<file path="src/rtl/gg_vlc_bit_packer.sv">
// Packs right-justified VLC codewords MSB-first into WID-bit words with an aligned mb_start marker lane.
// A completed word appears the cycle after acceptance; in_ready drops once more than WID bits are pending.
module gg_vlc_bit_packer #(
  parameter int WID    = 32,
  parameter int MAXLEN = 32
) (
  input  logic              clk,
  input  logic              reset,
  input  logic              in_valid,
  output logic              in_ready,
  input  logic [MAXLEN-1:0] in_code,
  input  logic [5:0]        in_len,
  input  logic              in_mb_start,
  input  logic              in_flush,
  output logic              out_valid,
  input  logic              out_ready,
  output logic [WID-1:0]    out_bits,
  output logic [WID-1:0]    out_mb_start,
  output logic              out_last,
  output logic              flush_done,
  output logic [31:0]       bit_count
);
  localparam int ACC = WID + MAXLEN;
  localparam int FW  = $clog2(ACC + 1);
  localparam logic [FW-1:0] WID_F = FW'(WID);

  typedef enum logic {RUN, FLUSH} state_t;

  state_t          state, state_nxt;
  logic [ACC-1:0]  acc, acc_nxt;
  logic [ACC-1:0]  marks, marks_nxt;
  logic [FW-1:0]   fill, fill_nxt, fill_post, shamt;
  logic [ACC-1:0]  code_ext, code_pos, mark_bit;
  logic            pop, accept, flush_done_nxt;

  assign in_ready     = (state == RUN) && (fill <= WID_F);
  assign out_valid    = (fill >= WID_F) || ((state == FLUSH) && (fill != '0));
  assign out_last     = (state == FLUSH) && out_valid && (fill <= WID_F);
  // acc stays zero beyond fill, but the mask keeps the output clean regardless
  assign out_bits     = acc[ACC-1 -: WID] & ~({WID{1'b1}} >> fill);
  assign out_mb_start = marks[ACC-1 -: WID];

  assign pop      = out_valid && out_ready;
  assign accept   = in_valid && in_ready;
  assign code_ext = {{(ACC-MAXLEN){1'b0}}, in_code} & ~({ACC{1'b1}} << in_len);

  always_comb begin
    state_nxt      = state;
    acc_nxt        = acc;
    marks_nxt      = marks;
    fill_post      = fill;
    flush_done_nxt = 1'b0;
    if (pop) begin
      acc_nxt   = acc << WID;
      marks_nxt = marks << WID;
      fill_post = (fill > WID_F) ? fill - WID_F : '0;
    end
    // new bits land right after whatever survives this cycle's pop
    shamt    = FW'(ACC) - fill_post - FW'(in_len);
    code_pos = code_ext << shamt;
    mark_bit = {1'b1, {(ACC-1){1'b0}}} >> fill_post;
    fill_nxt = fill_post;
    if (accept) begin
      acc_nxt  = acc_nxt | code_pos;
      fill_nxt = fill_post + FW'(in_len);
      if (in_mb_start)
        marks_nxt = marks_nxt | mark_bit;
      if (in_flush) begin
        if (fill_nxt == '0) begin
          flush_done_nxt = 1'b1;
          marks_nxt      = '0;
        end else begin
          state_nxt = FLUSH;
        end
      end
    end
    if ((state == FLUSH) && pop && (fill <= WID_F)) begin
      state_nxt      = RUN;
      flush_done_nxt = 1'b1;
      acc_nxt        = '0;
      marks_nxt      = '0;
    end
  end

  always_ff @(posedge clk) begin
    if (reset) begin
      state      <= RUN;
      acc        <= '0;
      marks      <= '0;
      fill       <= '0;
      flush_done <= 1'b0;
      bit_count  <= '0;
    end else begin
      state      <= state_nxt;
      acc        <= acc_nxt;
      marks      <= marks_nxt;
      fill       <= fill_nxt;
      flush_done <= flush_done_nxt;
      if (accept)
        bit_count <= bit_count + 32'(in_len);
      if (in_valid)
        assert (int'(in_len) <= MAXLEN);
    end
  end
endmodule

</file>
<file path="config.mk">
export PLATFORM = sky130hd
export DESIGN_NAME = gg_vlc_bit_packer
export DESIGN_NICKNAME = d
export VERILOG_FILES = /design/src/rtl/gg_vlc_bit_packer.sv
export SDC_FILE = /design/constraint.sdc
export NUM_CORES = 1
export LEC_CHECK = 0
export ABC_AREA = 1
export CAP_MARGIN = 20
export CORE_MARGIN = 5
export CORE_UTILIZATION = 48
export CTS_CLUSTER_SIZE = 14
export DETAILED_ROUTE_END_ITERATION = 7
export PLACE_DENSITY = 0.71
export SLEW_MARGIN = 30
export SYNTH_ARGS = -nofsm -noshare
export SYNTH_HDL_FRONTEND = slang
export SYNTH_SLANG_ARGS = --single-unit
export TNS_END_PERCENT = 30
</file>
<file path="constraint.sdc">
create_clock -name clk -period 4.25 [get_ports clk]
set_clock_uncertainty 0.05 [all_clocks]
set_input_delay 1.275 -clock clk [delete_from_list [all_inputs] [get_ports clk]]
set_output_delay 1.275 -clock clk [all_outputs]
set_load 0.005 [all_outputs]
</file>
# After elaboration in Yosys (flattened, before gate mapping)
# Index checks and enable logic that the tools add are counted.
[op_classes]
add_sub_neg = 5
multipliers = 0
div_mod_pow = 0
n_lt_le_gt_ge = 3
n_eq_ne = 0
shifts = 4
muxes = 14
bitwise = 8
reduce_logical = 13
[ops]
columns = ["operator", "count"]
rows = [
  ["$mux 64", 7],
  ["$or 64x64->64", 2],
  ["$and 32x64->64", 1],
  ["$not 64->64", 1],
  ["$shl 64x6->64 const A", 1],
  ["$shl 64x7->64", 1],
  ["$shr 64x7->64 const A", 1],
  ["$add 32x6->32", 1],
  ["$and 32x32->32", 1],
  ["$not 32->32", 1],
  ["$shr 32x7->32 const A", 1],
  ["$mux 7", 3],
  ["$logic_and 1x1->1", 8],
  ["$add 7x6->7", 1],
  ["$ge 7x6->1 const B", 1],
  ["$gt 7x6->1 const B", 1],
  ["$le 7x6->1 const B", 1],
  ["$logic_not 7->1", 1],
  ["$reduce_bool 7->1", 1],
  ["$sub 7x6->7", 1],
  ["$sub 7x6->7 const B", 1],
  ["$sub 7x7->7 const A", 1],
  ["$mux 1", 4],
  ["$reduce_and 3->1", 1],
  ["other kinds (3)", 4],
]
[totals]
ff_bits = 169
latch_bits = 0
ramBits = 0
rom_bits = 0
in_bits = 44
out_inout_bits = 100
elab_cells = 53
memories = 0

# Longest topological paths before layout
[logic_depth]
depth_word = 11
mapped_depth = 25
ltp_nobuf = 22

# Worst setup path after synthesis
# No wires, ideal clock.
[synth_timing]
path_type = "input-to-reg"
start = "input port out_ready"
end = "register acc[34]"
t_arrival_ps = 4237
required_ps = 4130
path_slack_ps = -107
path_stages = 17
path_cell_list = "buf_2 > nand3_2 > nor2_2 > nor2_1 > ha_1 > inv_1 > ha_1 > fa_1 > xnor2_1 > clkbuf_1 > clkbuf_1 > nand3_1 > nand2_1 > nand3_1 > nand3_1 > nand3_1 > a21oi_1"
[synth_between]
elab_chain_cells = 7
word_cells_on_any_way = 11
[synth_lines]
columns = ["element", "line_no", "text"]
rows = [
  ["from (decl)", "16", "input logic out_ready,"],
  ["$logic_and 1x1->1 *", "43", "assign pop = out_valid && out_ready;"],
  ["$mux 7", "53", "if (pop) begin"],
  ["$sub 7x7->7", "59", "shamt = FW'(ACC) - fill_post - FW'(in_len);"],
  ["$sub 7x6->7", "59", ""],
  ["$shl 64x7->64", "60", "code_pos = code_ext << shamt;"],
  ["$or 64x64->64", "64", "acc_nxt = acc_nxt | code_pos;"],
  ["$mux 64", "63", "if (accept) begin"],
  ["to (signal assigned)", "95", "acc <= acc_nxt;"],
  ["to (decl)", "30", "logic [ACC-1:0] acc, acc_nxt;"],
]
# Mark *: on every way between the ends. The rest lies on a longest branch, timed or not.
# A chain may end at the register's enable or synchronous reset.

# Worst setup path after layout
[layout_timing]
start = "register fill[4]"
end = "output port out_bits[15]"
[layout_between]
elab_chain_cells = 3
[layout_lines]
columns = ["element", "line_no", "text"]
rows = [
  ["from (decl)", "32", "logic [FW-1:0] fill, fill_nxt, fill_post, shamt;"],
  ["from (signal assigned)", "97", "fill <= fill_nxt;"],
  ["$shr 32x7->32", "40", "assign out_bits = acc[ACC-1 -: WID] & ~({WID{1'b1}} >> fill);"],
  ["$not 32->32", "40", ""],
  ["$and 32x32->32", "40", ""],
  ["to (decl)", "17", "output logic [WID-1:0] out_bits,"],
]
# Every way passes these cells.

==> impl_metrics.csv <==
group,metric,value,unit
status,status,"complete, no violations",
floorplan,die-area,0.0270,mm2
detailed_routing,drtPass1Iterations,8,
floorplan,ios,144,
clock_tree,clk_pin_slew,80,ps
critical_path,r2r_cells,21,
global_route,antenna_found_initial,0,
pwr,total_power,0.0145,W
critical_path,cp-end-kind,"primary output",
critical_path,reg2reg_slack,360,ps
global_route,grt_pass1_wl,61900,um
clock_tree,cts.path.max_buffers,2,
critical_path,crit_path_start_kind,"flip-flop",
pwr,ir_drop,0.000673,V
global_route,grt_use_met1,42.4,%
clock_tree,cts-root-buf,"clkbuf_16",
timing,worst_slew_pin_slew,854,ps
detailed_routing,drc_errors,0,
clock_tree,htree_levels,4,
worst_hold_path,hp-class,"reg -> reg",
clock_tree,cts_sinks,169,
global_route,track_usage,28.3,%
finish,diodes,0,
synth,syn_nets,1923,
global_route,grt_overflow,0,
timing,slew_headroom,43.1,%
critical_path,r2r_start,"fill[4]",
finish,final_cell_mix,"nand2_1, nand3_1, dfxtp_1, nor2_1, clkdlybuf4s50_1",
detailed_routing,viasPerCell,5.54,
floorplan,fp-row-count,56,
synth,yosysSeqAreaShare,29.6,%
finish,final_common_cell,"nand2_1",
synth,synthCells,1855,
detailed_routing,avgRoutedWirePerCell,16.5,um
timing,slew_violations,0,
global_route,grt_max_degree,92,
floorplan,core_area,0.0235,mm2
floorplan,die_y,164,um
critical_path,worstSetupPathType,"reg -> out",
detailed_routing,vias,12900,
synth,ys.flop_type,"dfxtp_1",
synth,yosysUniqueCellTypes,50,
timing,hold_violations,0,
clock_tree,cts_tree,"yes",
timing,min_period,3920,ps
clock_tree,clock_latency,440,ps
synth,syn_area,0.0114,mm2
timing,hold_ws,395,ps
pwr,power_density,999,mW/mm2
timing,setup_viol,0,
floorplan,die_x,164,um
global_route,grt.met2_usage,42.1,%
worst_hold_path,min_to,"marks[25]",
critical_path,cp_data_arrival_time,2600,ps
global_route,first_global_vias,11700,
timing,rsz0062_at_grt,"false",
synth,postSynthAreaPerCell,6.17,um2
place,dp_cells,2301,
synth,synth-async-reset-ratio,0,%
synth,yosys_warnings,0,
critical_path,r2r_end,"acc[52]",
worst_hold_path,hold_depth,2,
worst_hold_path,worstHoldStart,"marks[25]",
finish,final_nets,2073,
finish,layout.cells.non_filler,2337,
timing,setup_tns,0,ps
global_route,busiest_layer,"met1",
finish,area_delta_synth_final,26.5,%
job,cap_violations,0,
global_route,grt_use_met3,4.64,%
timing,min_period_over_period,92.3,%
synth,ys_seq_elements,169,
place,place.gp.congestion,1.03,
pwr,power.leakage,6.16,nW
place,hpwlAfterDp,29200,um
detailed_routing,drt_iter0_drc,1464,
detailed_routing,postRouteAntennaNets,0,
synth,synth_edf_count,0,
timing,fmax,255,MHz
clock_tree,ctsHoldBuffers,0,
critical_path,critical_path_peak_fanout,11,
detailed_routing,wirelength,38500,um
critical_path,required,2920,ps
place,io_buffers,143,
clock_tree,cts_made_buffers,17,
floorplan,initial_utilization,48.7,%
finish,drive_gt1_share,10.4,%
[worst max-delay path, stage by stage (launching register included)]
cell and delay, ps:
dfxtp_1 600, clkinv_4 190, nor2_1 590, a41oi_1 270, clkdlybuf4s50_1 500
[how the worst max path moves through the flow]
stage	start	to	slack, ps	depth (start not counted)
after detailed placement	out_ready	marks[58]	-430	18
after global routing	fill[4]	acc[20]	140	21
final	fill[4]	out_bits[15]	330	4
after CTS	out_ready	marks[39]	40	18
after floorplan	out_ready	acc[63]	10	20
after global placement	out_ready	acc[39]	-380	16
[power breakdown]
group | internal [W] | switching [W] | leakage (nW)
logic | 0.00396 | 0.00683 | 4.48
clock network | 0.000829 | 0.000852 | 0.309
registers | 0.00181 | 0.000171 | 1.37
[state kept, by name, summed over array words and instances, names as in the netlist]
| register | flops |
|---|---|
| acc | 64 |
| bit_count | 32 |
| fill | 7 |
| flush_done | 1 |
| marks | 64 |
| state | 1 |
[cell type report]
cell class | instances | area, um2
timing repair buffer | 282 | 2740
multi-input combinational | 1399 | 6790
tap | 319 | 399
sequential | 169 | 3380
clock buffer | 17 | 425
clock inverter | 15 | 220
fill | 2244 | 9000
inverter | 136 | 518
[cell usage after synthesis (all sizes together) (21+ instances only)]
master | instances | area share [%]
buf | 85 | 4.8
inv | 133 | 4.4
nand4 | 41 | 2.2
a21oi | 118 | 5.2
ha | 21 | 2.3
nand3 | 363 | 16
nor2 | 160 | 5.6
dfxtp | 169 | 30
clkbuf | 66 | 2.2
nor3 | 26 | 1.2
nand2 | 506 | 17
a31oi | 32 | 1.7
o21ai | 69 | 3.0
[kinds of logic (layout without fill, tap and decap cells)]
kind of cell,Yosys count,count (layout),synth area share (%)
AOI/OAI and AO/OA,243,243,11.6
xor gates and xnor gates,16,16,1.22
adders and majority gates,24,24,2.82
buffers and inverters,287,450,11.5
DFF,169,169,29.6
muxes,5,5,0.448
and+or+nand+nor,1111,1111,42.9
[metal layers]
metal	share of wire, %	wire length [um]
met5	0	0
met2	43	16500
met4	2.2	850
met3	8.6	3300
met1	46	17900
[timing repair]
item / in CTS / in global routing
resized for setup: 0 / 9
endpoints found under the setup margin: 0 / 129
setup buffers: 0 / 2
[metrics by stage]
step                utilization (%)  setup slack [ps]  instance area, um2
CTS                            61.2              42.5               14400
finish                         61.7               329               14500
floorplan                         -              13.6               11400
global placement               58.5              -377               13700
detailed placement             58.5              -430               13700
global route                   61.7               140               14500
Power figures use the tool's default switching activity.
